<file path="src/rtl/uart_buffer_pkg.sv">
// Shared types and widths for the UART byte buffer.
package uart_buffer_pkg;

  localparam int unsigned BYTE_W = 8;

  typedef enum logic [1:0] {
    TX_IDLE,
    TX_START,
    TX_WAIT_BUSY,
    TX_WAIT_DONE
  } tx_state_t;

endpackage

</file>
<file path="src/rtl/uart_buffer_if.sv">
// Core/UART-facing signal bundle of the UART byte buffer.
interface uart_buffer_if
  import uart_buffer_pkg::*;
#(
  parameter int unsigned DEPTH = 8
);

  localparam int unsigned AW = $clog2(DEPTH);

  logic              rx_eff;
  logic [BYTE_W-1:0] rx_data;
  logic              rx_read;
  logic              tx_status;
  logic              tx_en;
  logic [BYTE_W-1:0] tx_data;
  logic              rd_req;
  logic [BYTE_W-1:0] rd_data;
  logic [AW:0]       rx_count;
  logic              rx_overflow;
  logic              clr_ovf;
  logic              wr_req;
  logic [BYTE_W-1:0] wr_data;
  logic [AW:0]       tx_count;
  logic              tx_full;

  // Environment side: UART transceiver plus core bus.
  modport master (
    output rx_eff, rx_data, tx_status, rd_req, clr_ovf, wr_req, wr_data,
    input  rx_read, tx_en, tx_data, rd_data, rx_count, rx_overflow, tx_count, tx_full
  );

  // Buffer side.
  modport slave (
    input  rx_eff, rx_data, tx_status, rd_req, clr_ovf, wr_req, wr_data,
    output rx_read, tx_en, tx_data, rd_data, rx_count, rx_overflow, tx_count, tx_full
  );

endinterface

</file>
<file path="src/rtl/uart_buffer_byte_fifo.sv">
// Show-ahead byte FIFO; a push into a full FIFO is accepted only alongside a pop.
module byte_fifo
  import uart_buffer_pkg::*;
#(
  parameter int unsigned DEPTH = 8
) (
  input  logic              clk,
  input  logic              rst,
  input  logic              push,
  input  logic [BYTE_W-1:0] push_data,
  input  logic              pop,
  output logic [BYTE_W-1:0] head,
  output logic              full,
  output logic              empty,
  output logic [$clog2(DEPTH):0] count
);

  localparam int unsigned AW = $clog2(DEPTH);
  localparam int unsigned CW = AW + 1;

  logic [BYTE_W-1:0] mem [DEPTH];
  logic [AW-1:0]     wr_ptr;
  logic [AW-1:0]     rd_ptr;
  logic [CW-1:0]     cnt;
  logic              pop_ok;
  logic              push_ok;

  assign full    = (cnt == CW'(DEPTH));
  assign empty   = (cnt == '0);
  assign pop_ok  = pop && !empty;
  assign push_ok = push && (!full || pop_ok);
  assign head    = mem[rd_ptr];
  assign count   = cnt;

  // Pointer and occupancy tracking; pointers wrap naturally at DEPTH.
  always_ff @(posedge clk or posedge rst) begin
    if (rst) begin
      wr_ptr <= '0;
      rd_ptr <= '0;
      cnt    <= '0;
    end else begin
      if (push_ok) wr_ptr <= wr_ptr + AW'(1);
      if (pop_ok)  rd_ptr <= rd_ptr + AW'(1);
      case ({push_ok, pop_ok})
        2'b10:   cnt <= cnt + CW'(1);
        2'b01:   cnt <= cnt - CW'(1);
        default: cnt <= cnt;
      endcase
    end
  end

  // Storage array; contents are don't-care until written.
  always_ff @(posedge clk) begin
    if (push_ok) mem[wr_ptr] <= push_data;
  end

endmodule

</file>
<file path="src/rtl/uart_buffer.sv">
// RX/TX byte buffering between the UART transceiver and the core bus.
module uart_buffer
  import uart_buffer_pkg::*;
#(
  parameter int unsigned DEPTH = 8
) (
  input  logic         sysclk,
  input  logic         reset,
  uart_buffer_if.slave bus
);

  localparam int unsigned AW = $clog2(DEPTH);

  logic [BYTE_W-1:0] rx_head;
  logic              rx_full;
  logic              rx_empty;
  logic [AW:0]       rx_cnt;
  logic              rx_read_q;
  logic              overflow_q;

  logic [BYTE_W-1:0] tx_head;
  logic              tx_full_w;
  logic              tx_empty;
  logic [AW:0]       tx_cnt;
  logic              tx_pop_c;
  logic              tx_en_q;
  logic [BYTE_W-1:0] tx_data_q;

  tx_state_t state;
  tx_state_t state_next;

  byte_fifo #(.DEPTH(DEPTH)) rx_fifo (
    .clk(sysclk), .rst(reset),
    .push(bus.rx_eff), .push_data(bus.rx_data), .pop(bus.rd_req),
    .head(rx_head), .full(rx_full), .empty(rx_empty), .count(rx_cnt)
  );

  byte_fifo #(.DEPTH(DEPTH)) tx_fifo (
    .clk(sysclk), .rst(reset),
    .push(bus.wr_req), .push_data(bus.wr_data), .pop(tx_pop_c),
    .head(tx_head), .full(tx_full_w), .empty(tx_empty), .count(tx_cnt)
  );

  // Release the UART receiver one cycle after each byte; sticky drop flag, set beats clear.
  always_ff @(posedge sysclk or posedge reset) begin
    if (reset) begin
      rx_read_q  <= 1'b0;
      overflow_q <= 1'b0;
    end else begin
      rx_read_q <= bus.rx_eff;
      if (bus.rx_eff && rx_full && !bus.rd_req) overflow_q <= 1'b1;
      else if (bus.clr_ovf)                     overflow_q <= 1'b0;
    end
  end

  // TX state register; tx_en and tx_data are launched on entry to TX_START.
  always_ff @(posedge sysclk or posedge reset) begin
    if (reset) begin
      state     <= TX_IDLE;
      tx_en_q   <= 1'b0;
      tx_data_q <= '0;
    end else begin
      state   <= state_next;
      tx_en_q <= (state_next == TX_START);
      if (state_next == TX_START) tx_data_q <= tx_head;
    end
  end

  // TX sequencing: start when a byte is queued and the transmitter idles, then track busy/idle.
  always_comb begin
    state_next = state;
    tx_pop_c   = 1'b0;
    case (state)
      TX_IDLE:      if (!tx_empty && bus.tx_status) state_next = TX_START;
      TX_START: begin
        tx_pop_c   = 1'b1;
        state_next = TX_WAIT_BUSY;
      end
      TX_WAIT_BUSY: if (!bus.tx_status) state_next = TX_WAIT_DONE;
      TX_WAIT_DONE: if (bus.tx_status)  state_next = TX_IDLE;
      default:      state_next = TX_IDLE;
    endcase
  end

  assign bus.rx_read     = rx_read_q;
  assign bus.rd_data     = rx_empty ? '0 : rx_head;
  assign bus.rx_count    = rx_cnt;
  assign bus.rx_overflow = overflow_q;
  assign bus.tx_en       = tx_en_q;
  assign bus.tx_data     = tx_data_q;
  assign bus.tx_count    = tx_cnt;
  assign bus.tx_full     = tx_full_w;

endmodule

</file>
<file path="src/flat_wrapper.sv">
// flat-port wrapper written by rule: the top's interface ports become plain ports
module uart_buffer_flat import uart_buffer_pkg::*;
#(
  parameter int unsigned DEPTH = 8
)
  (sysclk, reset, bus_rx_eff, bus_rx_data, bus_tx_status, bus_rd_req, bus_clr_ovf, bus_wr_req, bus_wr_data, bus_rx_read, bus_tx_en, bus_tx_data, bus_rd_data, bus_rx_count, bus_rx_overflow, bus_tx_count, bus_tx_full);
  uart_buffer_if #(.DEPTH(DEPTH)) bus_i ();
  input  logic sysclk;
  input  logic reset;
  input wire logic [$bits(bus_i.rx_eff)-1:0] bus_rx_eff;
  input wire logic [$bits(bus_i.rx_data)-1:0] bus_rx_data;
  input wire logic [$bits(bus_i.tx_status)-1:0] bus_tx_status;
  input wire logic [$bits(bus_i.rd_req)-1:0] bus_rd_req;
  input wire logic [$bits(bus_i.clr_ovf)-1:0] bus_clr_ovf;
  input wire logic [$bits(bus_i.wr_req)-1:0] bus_wr_req;
  input wire logic [$bits(bus_i.wr_data)-1:0] bus_wr_data;
  output wire logic [$bits(bus_i.rx_read)-1:0] bus_rx_read;
  output wire logic [$bits(bus_i.tx_en)-1:0] bus_tx_en;
  output wire logic [$bits(bus_i.tx_data)-1:0] bus_tx_data;
  output wire logic [$bits(bus_i.rd_data)-1:0] bus_rd_data;
  output wire logic [$bits(bus_i.rx_count)-1:0] bus_rx_count;
  output wire logic [$bits(bus_i.rx_overflow)-1:0] bus_rx_overflow;
  output wire logic [$bits(bus_i.tx_count)-1:0] bus_tx_count;
  output wire logic [$bits(bus_i.tx_full)-1:0] bus_tx_full;
  assign bus_i.rx_eff = bus_rx_eff;
  assign bus_i.rx_data = bus_rx_data;
  assign bus_i.tx_status = bus_tx_status;
  assign bus_i.rd_req = bus_rd_req;
  assign bus_i.clr_ovf = bus_clr_ovf;
  assign bus_i.wr_req = bus_wr_req;
  assign bus_i.wr_data = bus_wr_data;
  assign bus_rx_read = bus_i.rx_read;
  assign bus_tx_en = bus_i.tx_en;
  assign bus_tx_data = bus_i.tx_data;
  assign bus_rd_data = bus_i.rd_data;
  assign bus_rx_count = bus_i.rx_count;
  assign bus_rx_overflow = bus_i.rx_overflow;
  assign bus_tx_count = bus_i.tx_count;
  assign bus_tx_full = bus_i.tx_full;
  uart_buffer #(.DEPTH(DEPTH)) u_core (.sysclk(sysclk), .reset(reset), .bus(bus_i));
endmodule
</file>
<file path="config.mk">
export PLATFORM = sky130hd
export DESIGN_NAME = uart_buffer_flat
export DESIGN_NICKNAME = d
export VERILOG_FILES = /design/src/rtl/uart_buffer_pkg.sv /design/src/rtl/uart_buffer_if.sv /design/src/rtl/uart_buffer_byte_fifo.sv /design/src/rtl/uart_buffer.sv /design/src/flat_wrapper.sv
export SDC_FILE = /design/constraint.sdc
export NUM_CORES = 1
export LEC_CHECK = 0
export BUFFER_PORTS_ARGS = -buffer_cell sky130_fd_sc_hd__buf_4
export CAP_MARGIN = 40
export CORE_MARGIN = 5
export CORE_UTILIZATION = 60
export DETAILED_ROUTE_END_ITERATION = 7
export PLACE_DENSITY = 0.8
export SYNTH_ARGS = -nofsm -noshare
export SYNTH_HDL_FRONTEND = slang
export SYNTH_HIERARCHICAL = 1
export SYNTH_SLANG_ARGS = --single-unit
</file>
<file path="constraint.sdc">
create_clock -name sysclk -period 2.93 [get_ports sysclk]
set_clock_uncertainty 0.2 [all_clocks]
set_input_delay 0.586 -clock sysclk [delete_from_list [all_inputs] [get_ports sysclk]]
set_output_delay 0.586 -clock sysclk [all_outputs]
set_load 0.02 [all_outputs]
</file>
==> flow_summary.toml <==
[clocking]
cts-root-buf = "clkbuf_16"
cts_buffer_depth = 2
cts_buffers = 17
h-tree-depth = 4
cts_tree = "built"
insertion_delay_ns = 0.41
clock-sinks = 161
path_clk_slew_ns = 0.06

[logic_synthesis]
synth-seq-cells = 161
ys.flop_type = "edfxtp_1"
synth_top_cells_by_area = "edfxtp_1, dfrtp_1, mux4_1"
ys_seq_area_share_pct = 68.5
synth.distinct_cells = 36
syn-instance-count = 370
synth_nets = 403
syn_area_um2 = 6810
synth_area_leader_cell = "edfxtp_1"
yosysWarnings = 6
yosysTopAreaCellShare_pct = 56.4
synthArstFlopShare_pct = 20.5
syn-mean-instance-area_um2 = 18.4
synth_edf_count = 128

[sta]
finalCritPeriodShare_pct = 99.3
hold_violations = 0
layout_min_cycle_time_ns = 2.91
tns_ns = 0
slew_headroom_pct = 52.1
setup_viol = 0
fin_ws_ns = 0.0198
fmax_ghz = 0.344
worstMarginPinSlew_ns = 0.719
final_max_slew_viol_count = 0
rsz0062_at_grt = "true"
hold-worst-slack_ns = 0.169

[grt]
first_global_vias = 3720
gr-total-overflow = 0
antenna_found_initial = 0
grt_usage_pct = 20.4
grt_max_degree = 19
grt_first_pass_wirelength_mm = 19.9

[layout]
seq_area_um2 = 4670
final_layout_size_suffix_gt1_share_pct = 34.7
finalNetCount = 487
fin_util_pct = 71.6
diodes = 0
final.fill_count = 652
synthToLayoutAreaGrowth_pct = 18.5
multi_input_area_um2 = 1970

[route]
totalWireLength_mm = 13.0
drt_iter0_markers = 232
vias = 3540
viasPerCell = 5.80
post_drt_wl_per_cell_um = 21.4
drtAntennaViolNets = 0
drc = 0
drt_pass1_iterations = 4

[worst_setup_path]
max_stage_delay_ns = 0.56
criticalPathCategory = "reg -> out"
slowest_stage = "mux4_1"
cp_cell_sequence = "buf_12 -> mux4_1 -> mux2_2 -> nor2b_1 -> buf_4"
start_kind = "register"
critical_path.endpoint_type = "primary output"
crit_buf_inv = 2
critical_path.top_delay_family = "multiplexers"
cp_data_required_time_ns = 2.14
critPathMaxFanout = 9
cp_data_arrival_time_ns = 2.12

[run_status]
status = "finished clean"

[floorplan]
start_util_pct = 60.5
ios = 51
fp.dieW_um = 117
die-area_um2 = 13600
core_um2 = 11300
row_count = 39
chipHeight_um = 117

[pwr]
ir_drop_mv = 0.846
power_leakage_nw = 3.07
power_density_nw_per_um2 = 1020
power_w = 0.00826

[worst_hold_path]
min_path_type = "in -> reg"

[placed_design]
place.gp.congestion = 0.779
hpwl_mm = 8.46
dp_worst_setup_slack_ns = 0.275
portBuffers = 50

[flow_run]
drv_cap = 0
==> Yosys cell counts (8+ instances only) <==
library cell,number
nand2_1,19
nand2b_1,8
ha_1,8
nor2_1,18
dfrtp_1,33
edfxtp_1,128
inv_1,15
mux4_1,24
nor2b_1,8
mux4_2,8
xnor2_1,8
mux2_2,28
==> flip-flops by register name (all words and copies together) (netlist names), 2 cells and up <==
name	count
u_core/tx_fifo/wr_ptr	3
u_core/rx_fifo/count	4
u_core/tx_fifo/mem	64
u_core/tx_fifo/rd_ptr	3
u_core/tx_fifo/count	4
u_core/rx_fifo/rd_ptr	3
u_core/rx_fifo/wr_ptr	3
u_core/bus.tx_data	8
u_core/state	2
u_core/rx_fifo/mem	64
==> metal layers <==
layer,routed length [um],up-vias,track usage [%],part of all wire (%)
li1,-,1614,-,-
met1,5080,1813,24.0,39
met2,7140,87,36.1,55
met3,490,26,4.51,3.8
met4,313,0,8.87,2.4
met5,0,-,0,0
==> cell families (layout without fill, tap and decap cells) <==
logic type / after synthesis / in the layout / synth area share, %
AO/OA/AOI/OAI: 17 / 17 / 2.35
flip-flops: 161 / 161 / 68.5
AND/OR/NAND/NOR: 74 / 74 / 5.47
XOR/XNOR: 12 / 12 / 1.54
multiplexers: 66 / 66 / 17.6
adder cells (fa/ha/maj): 10 / 10 / 2.06
buffers and inverters: 30 / 127 / 2.50
==> area by class of cell <==
type | count | share of cell area (%)
flip-flops and latches | 161 | 57.9
multi-input cells | 179 | 24.4
repair buffers | 80 | 7.84
clock buffers | 17 | 5.27
well taps | 143 | 2.22
clock inverters | 15 | 1.77
inverters | 15 | 0.697
==> cell usage in the layout, fill, tap and decap left out, types with 5 or more instances in the layout <==
cell       netlist  routed
inv_1           15      15
mux4_2           8      10
mux4_1          24      22
buf_4            0      77
nand2b_1         8       8
nand3_1          5       5
nor2_1          18      18
xnor2_1          8       8
dfrtp_1         33      31
mux2_2          28      28
clkbuf_16        0      18
nor2b_1          8       8
nand2_1         19      19
edfxtp_1       128     128
ha_1             8       8
==> timing repair <==
item | CTS | global route
gates resized for setup | 2 | 2
buffers inserted | 0 | 1
endpoints found under the hold margin | 20 | 0
endpoints found under the setup margin | 8 | 7
pin swaps | 0 | 0
hold buffers | 1 | 0
cloned | 0 | 1
==> metrics by stage <==
step | instance area (um^2) | instances
after global routing | 8080 | 610
final | 8080 | 610
after detailed placement | 7470 | 575
after CTS | 8050 | 608
after floorplan | 6810 | 370
after global placement | 7470 | 575
==> power by group <==
| group | internal, W | switching [W] |
|---|---|---|
| Combinational | 0.00150 | 0.00130 |
| Sequential | 0.00294 | 0.000419 |
| Clock | 0.00124 | 0.000859 |
| Total | 0.00568 | 0.00258 |
==> path summary, 6_finish.rpt <==
| path | cells after the start | slack, ns | to | from |
|---|---|---|---|---|
| max | 5 | 0.02 | bus_rd_data[6] | u_core/rx_fifo/rd_ptr[0]$_DFFE_PP0N_ |
| min | 2 | 0.17 | u_core/bus.rx_overflow$_DFFE_PP0P_ | bus_clr_ovf |
| max reg2reg | 9 | 0.24 | u_core/rx_fifo/count[3]$_DFFE_PP0P_ | u_core/rx_fifo/count[0]$_DFFE_PP0P_ |
| min reg2reg | 1 | 0.32 | u_core/bus.tx_data[2]$_DFFE_PP0N_ | u_core/bus.tx_data[2]$_DFFE_PP0N_ |
| max in group asynchronous | 3 | 1.49 | u_core/bus.tx_data[4]$_DFFE_PP0N_ | reset |
| min in group asynchronous | 3 | 0.54 | u_core/tx_fifo/count[2]$_DFFE_PP0P_ | reset |
Note: power is estimated with default switching activity, not from simulation.
